<file path="src/rtl/ll_control.sv">
// Lunar lander control: step-rate write-enable, keypad sync/edge-detect, thrust and
// display registers, and the touchdown landed/crashed decision.
module ll_control #(
    parameter int          TICK_DIV    = 25,
    parameter logic [15:0] THRUST_INIT = 16'h5,
    parameter logic [15:0] VEL_LIMIT   = 16'h9970,
    parameter logic [15:0] THRUST_MAX  = 16'h5
) (
    input  logic        clk,
    input  logic        rst,
    input  logic [9:0]  key_digit,
    input  logic [3:0]  key_sel,
    input  logic [15:0] alt,
    input  logic [15:0] vel,
    input  logic [15:0] thrust,
    input  logic [15:0] alt_n,
    output logic        wen,
    output logic [15:0] thrust_n,
    output logic [1:0]  disp_sel,
    output logic        flying,
    output logic        landed,
    output logic        crashed
);

    localparam int CW = $clog2(TICK_DIV);
    localparam logic [CW-1:0] TICK_LAST = CW'(TICK_DIV - 1);

    localparam logic [1:0] S_FLY     = 2'd0;
    localparam logic [1:0] S_LANDED  = 2'd1;
    localparam logic [1:0] S_CRASHED = 2'd2;

    logic [1:0]    r_state;
    logic [CW-1:0] r_tick;
    logic [15:0]   r_thrust_n;
    logic [1:0]    r_disp_sel;
    logic [13:0]   r_key_s1;
    logic [13:0]   r_key_s2;
    logic [13:0]   r_key_s3;

    logic [13:0]   w_strobe;
    logic [9:0]    w_dig_stb;
    logic [3:0]    w_sel_stb;
    logic [3:0]    w_dig_val;
    logic [1:0]    w_disp_nxt;
    logic          w_wen;
    logic          w_vel_crash;
    logic          w_thr_crash;
    logic          w_unused;

    // Altitude is only shown on the display; the decision uses the ALU's next altitude.
    assign w_unused = ^alt;

    assign w_strobe  = r_key_s2 & ~r_key_s3;
    assign w_dig_stb = w_strobe[9:0];
    assign w_sel_stb = w_strobe[13:10];

    // Ascending scan so the highest pressed digit is the one that sticks.
    always_comb begin
        w_dig_val = 4'd0;
        for (int i = 0; i < 10; i++) begin
            if (w_dig_stb[i]) w_dig_val = 4'(i);
        end
    end

    always_comb begin
        w_disp_nxt = r_disp_sel;
        if (w_sel_stb[0]) w_disp_nxt = 2'd3;
        if (w_sel_stb[1]) w_disp_nxt = 2'd2;
        if (w_sel_stb[2]) w_disp_nxt = 2'd1;
        if (w_sel_stb[3]) w_disp_nxt = 2'd0;
    end

    assign w_wen       = (r_state == S_FLY) && (r_tick == TICK_LAST);
    // Negative BCD velocities live at 5000..9999; unsigned compare on the encoding.
    assign w_vel_crash = (vel >= 16'h5000) && (vel <= VEL_LIMIT);
    assign w_thr_crash = thrust > THRUST_MAX;

    always_ff @(posedge clk or posedge rst) begin
        if (rst) begin
            r_key_s1 <= '0;
            r_key_s2 <= '0;
            r_key_s3 <= '0;
        end else begin
            r_key_s1 <= {key_sel, key_digit};
            r_key_s2 <= r_key_s1;
            r_key_s3 <= r_key_s2;
        end
    end

    always_ff @(posedge clk or posedge rst) begin
        if (rst) begin
            r_tick <= '0;
        end else if (r_tick == TICK_LAST) begin
            r_tick <= '0;
        end else begin
            r_tick <= r_tick + 1'b1;
        end
    end

    always_ff @(posedge clk or posedge rst) begin
        if (rst) begin
            r_thrust_n <= THRUST_INIT;
            r_disp_sel <= 2'd0;
        end else begin
            if (|w_dig_stb) r_thrust_n <= {12'h000, w_dig_val};
            r_disp_sel <= w_disp_nxt;
        end
    end

    always_ff @(posedge clk or posedge rst) begin
        if (rst) begin
            r_state <= S_FLY;
        end else if (w_wen && (alt_n == 16'h0000)) begin
            r_state <= (w_vel_crash || w_thr_crash) ? S_CRASHED : S_LANDED;
        end
    end

    assign wen      = w_wen;
    assign thrust_n = r_thrust_n;
    assign disp_sel = r_disp_sel;
    assign flying   = (r_state == S_FLY);
    assign landed   = (r_state == S_LANDED);
    assign crashed  = (r_state == S_CRASHED);

endmodule

</file>
<file path="config.mk">
export PLATFORM = sky130hd
export DESIGN_NAME = ll_control
export DESIGN_NICKNAME = d
export VERILOG_FILES = /design/src/rtl/ll_control.sv
export SDC_FILE = /design/constraint.sdc
export NUM_CORES = 1
export LEC_CHECK = 0
export CAP_MARGIN = 25
export CORE_ASPECT_RATIO = 1.25
export CORE_UTILIZATION = 40
export DETAILED_ROUTE_END_ITERATION = 7
export GPL_ROUTABILITY_DRIVEN = 0
export PLACE_DENSITY = 0.82
export SLEW_MARGIN = 0
export SYNTH_ARGS = -nofsm -noshare
export SYNTH_HDL_FRONTEND = slang
export SYNTH_SLANG_ARGS = --single-unit
</file>
<file path="constraint.sdc">
create_clock -name clk -period 2.4 [get_ports clk]
set_clock_uncertainty 0.15 [all_clocks]
set_input_delay 0.48 -clock clk [delete_from_list [all_inputs] [get_ports clk]]
set_output_delay 0.48 -clock clk [all_outputs]
set_load 0.01 [all_outputs]
</file>
After elaboration in Yosys (flattened, before gate mapping)
Index checks and enable logic that the tools add are counted.
{ "op_classes": {"n_addsub": 1, "magnitude_cmp": 3, "eq_ne": 3, "muxes": 15, "bitwise": 2, "n_reduce_logical": 8} }
{ "op_table": {"columns": ["cell", "count"], "rows": [
  ["two-way mux 4 bit", 8],
  [">= comparator 16 x 15 -> 1 bit (second input constant)", 1],
  ["> comparator 16 x 3 -> 1 bit (second input constant)", 1],
  ["<= comparator 16 bit (second input constant)", 1],
  ["zero test 16 bit", 1],
  ["AND 14 bit", 1],
  ["NOT 14 bit", 1],
  ["two-way mux 2 bit", 5],
  ["OR reduction 10 bit", 1],
  ["adder 5 x 1 -> 5 bit (second input constant)", 1],
  ["equality test 5 bit (second input constant)", 1],
  ["two-way mux 5 bit", 1],
  ["nonzero test 4 bit", 1],
  ["logical AND 1 bit", 3],
  ["equality test 2 x 1 -> 1 bit (second input constant)", 1],
  ["equality test 2 bit (second input constant)", 1],
  ["zero test 2 bit", 1],
  ["logical OR 1 bit", 1],
  ["two-way mux 1 bit", 1]
]} }
{ "word_totals": {"ff_bits": 55, "inputBits": 80, "output_inout_bits": 22, "wordCells": 39} }

Depth between registers and ports, before layout
{ "logic_depth": {"ltp_word": 11, "mapped_depth": 7, "depth_no_buf": 7} }

Worst setup path after synthesis
No wires, ideal clock.
{ "synth_path": {"path_type": "register -> output", "startpoint": "register r_tick[0]", "endpoint": "output port wen", "arrival_time_ns": 0.986, "t_required_ns": 1.770, "path_slack_ns": 0.784, "path_stages_with_launch": 6, "n_path_buf": 0, "cell_sequence": "dfrtp_1 -> inv_1 -> ha_1 -> and4b_1 -> nand2_1 -> inv_1"} }
{ "synth_between": {"elab_chain_len": 2} }
{ "synth_lines": {"columns": ["item", "line", "rtl"], "rows": [
  ["start: declaration", "33", "logic [CW-1:0] r_tick;"],
  ["start signal: assignment", "96", "r_tick <= r_tick + 1'b1;"],
  ["equality test 5 bit", "73", "assign w_wen = (r_state == S_FLY) && (r_tick == TICK_LAST);"],
  ["logical AND 1 bit", "73", null],
  ["end: declaration", "17", "output logic wen,"]
]} }
Every way passes these cells.

Worst setup path after layout
Ends and elaborated chain as after synthesis.

==> out/results.txt <==
H-Tree Depth - 2
sequential share of the synthesized area - 0.668
core area - 4830 um2
Pwr per Cell Area - 588 nW/um2
Tmin final - 2.23 ns
Synth-to-Final Area Change - 41.8%
DIE WIDTH - 66.3 um
ys flop type - dfrtp_1
row count - 28
Setup Fix Bufs, Post-CTS - 0
wl on met1 - 1280 um
Final Util - 0.606
Initial DRC Count - 38
hold buffers post-CTS - 0
Cells after Synth - 164
status - complete, no violations
post-synthesis mux area share - 0.00970
final routed wire length divided by cell count - 11.6 um
Hold Path Origin - r_key_s1[6]
mapped cell area - 2060 um2
R2R Path Start - r_tick[0]
number of synthesized flops with an enable pin - 0
kind of critical path - reg2out
Max clock buf depth - 2
yosys warns - 0
CTS Sinks - 55
first-pass GRT wire length - 5900 um
CTS tree - built
CP max FO - 4
critical path startpoint category - register
Root Buffer Master - clkbuf_8
IO buf count - 72
Post-Synth Simple-Gate Area - 0.159
share of the synthesized area in the top cell type - 0.642
nets - 325
final setup fails - 0
CTS Buf Count - 5
Yosys reg bits - 55
Worst-Skew Late Latency - 0.30 ns
post-synthesis adder-cell area fraction - 0.0121
Critical Path Start - r_tick[0]
Detailed Place HPWL - 2940 um
Max Cap Viol - 0
setup TNS - 0 ns
via count - 1442
DRT Pass-1 Iters - 4
Ant. Diodes - 0
CP endpoint kind - output port
HP Class - reg2reg
met3 wire length - 289 um
Pwr Total - 1720 uW
Seq. cell area - 1380 um2
Fill cells - 387
GRT Total Usage - 0.147
WP data arrival - 1.60 ns
Residual DRC - 0
Multi-input gate area - 598 um2
vias in the first global route - 1447
total congestion overflow - 0
Die H - 82.3 um
fin. max-slew vios - 0
Peak supply drop - 305 uV
asr flop ratio synth - 1.00
largest family of logic cells by synthesized area - simple AND/OR/NAND/NOR gates
Post-Route WL - 3540 um
RSZ-0062 raised after global routing - false
highest routed layer - met4
die area - 5450 um2
layout cells sized above 1 - 0.0656
Initial Util - 0.427
clk slew on worst S/H paths - 0.09 ns
Final Hold Vio Count - 0
Final ANT Viol Nets - 0
compound-gate portion of the synthesized area - 0.0812
Synth area leader - dfrtp_1
Synth area leaders - dfrtp_1 (64%), buf_4 (4.4%), nor2b_1 (3.3%), dfstp_2 (2.5%), nand2_1 (2.5%)
Crit path required time - 1.77 ns
achievable frequency - 448 MHz
Lkg Pwr - 0.00129 uW
initial antenna violation count - 0
Ports - 102
Met2 Wirelength - 1910 um
pin count of the biggest net entering global routing - 33
Distinct cells, synth - 40
Avg Inst Size Synth - 12.6 um2
post-route clock period utilization - 0.931
vias per cell - 4.74
hold_ws - 0.205 ns
Post-Synth XOR/XNOR Area - 0.00424
dpl cells - 296
Post-Layout Cell Count - 304
==> cells in the mapped netlist, types with 2 or more instances <==
library cell	n
o21bai_1	3
nor2_1	4
inv_1	11
nor3_1	2
dfrtp_1	53
o21ai_0	3
dfstp_2	2
a31oi_1	3
a21oi_1	5
nor4_1	7
buf_4	12
mux2i_1	2
ha_1	2
nand4_1	2
nand2_1	14
nor2b_1	11
nand3_1	3
nand2b_1	3
==> worst max-delay path, cell delays in order (launching register included) <==
cell           delay, ns
dfrtp_1             0.41
inv_1               0.07
ha_2                0.20
and4b_1             0.24
nand2_1             0.07
inv_1               0.05
dlygate4sd2_1       0.26
==> placed cells by master, fill, tap and decap left out, types with 2 or more instances in the layout <==
cell / netlist / layout
inv_1: 11 / 10
nand4_1: 2 / 2
nor4_1: 7 / 7
o21bai_1: 3 / 3
mux2i_1: 2 / 2
nand3_1: 3 / 3
o21ai_0: 3 / 3
dfstp_2: 2 / 2
nand2b_1: 3 / 3
nor2b_1: 11 / 11
clkdlybuf4s50_1: 0 / 71
clkbuf_8: 0 / 6
nor3_1: 2 / 2
nor2_1: 4 / 4
conb_1: 1 / 12
a21oi_1: 5 / 5
dfrtp_1: 53 / 53
nand2_1: 14 / 14
a31oi_1: 3 / 3
==> where the power goes <==
group          total, uW  internal (uW)  leakage, uW  switching, uW
Sequential           993            976     0.000648           17.6
Combinational        216            137     0.000592           79.3
Clock                512            237    0.0000484            275
==> final timing paths <==
path | endpoint | slack, ns | depth (start not counted)
setup / recovery | wen | 0.17 | 6
hold / removal | r_key_s2[6] | 0.20 | 0
setup reg to reg | r_state[1] | 0.78 | 7
hold reg to reg | r_key_s2[6] | 0.20 | 0
max in group asynchronous | r_key_s1[1] | 1.21 | 3
min in group asynchronous | r_key_s3[10] | 0.37 | 2
==> registers in the layout, indices dropped and copies added (netlist names) <==
name / cells
r_tick: 5
disp_sel: 2
r_state: 2
r_key_s1: 14
thrust_n: 4
r_key_s3: 14
r_key_s2: 14
==> area by class of cell <==
cell class | instances | share of cell area
Inverter | 11 | 0.0141
Tap cell | 60 | 0.0256
Multi-Input combinational cell | 97 | 0.204
Clock inverter | 1 | 0.00299
Sequential cell | 55 | 0.471
Timing Repair Buffer | 73 | 0.253
Clock buffer | 7 | 0.0295
==> logic make-up after synthesis <==
family,count (synthesis)
mux,2
compound gates,25
xor+xnor,1
other cells,1
flops,55
fa+ha+maj,2
simple gates,55
buf+inv,23
==> per-stage QoR <==
| stage | cell area [um2] | setup slack [ns] |
|---|---|---|
| 5_1_grt | 2930 | 0.0324 |
| 6_report | 2930 | 0.166 |
| 3_3_place_gp | 2830 | 0.236 |
| 3_5_place_dp | 2830 | 0.208 |
| 4_1_cts | 2930 | 0.152 |
| 2_1_floorplan | 2110 | 0.430 |
==> layer usage <==
layer / GRT usage / up-vias
met5: 0 / -
met4: 0.0574 / 0
met3: 0.0481 / 5
met2: 0.279 / 70
met1: 0.146 / 674
li1: - / 693
==> repair_timing <==
item / in CTS / in global routing
hold endpoints to repair: 0 / 0
endpoints found under the setup margin: 1 / 0
resized for setup: 2 / 0
(Power assumes the default switching activity.)
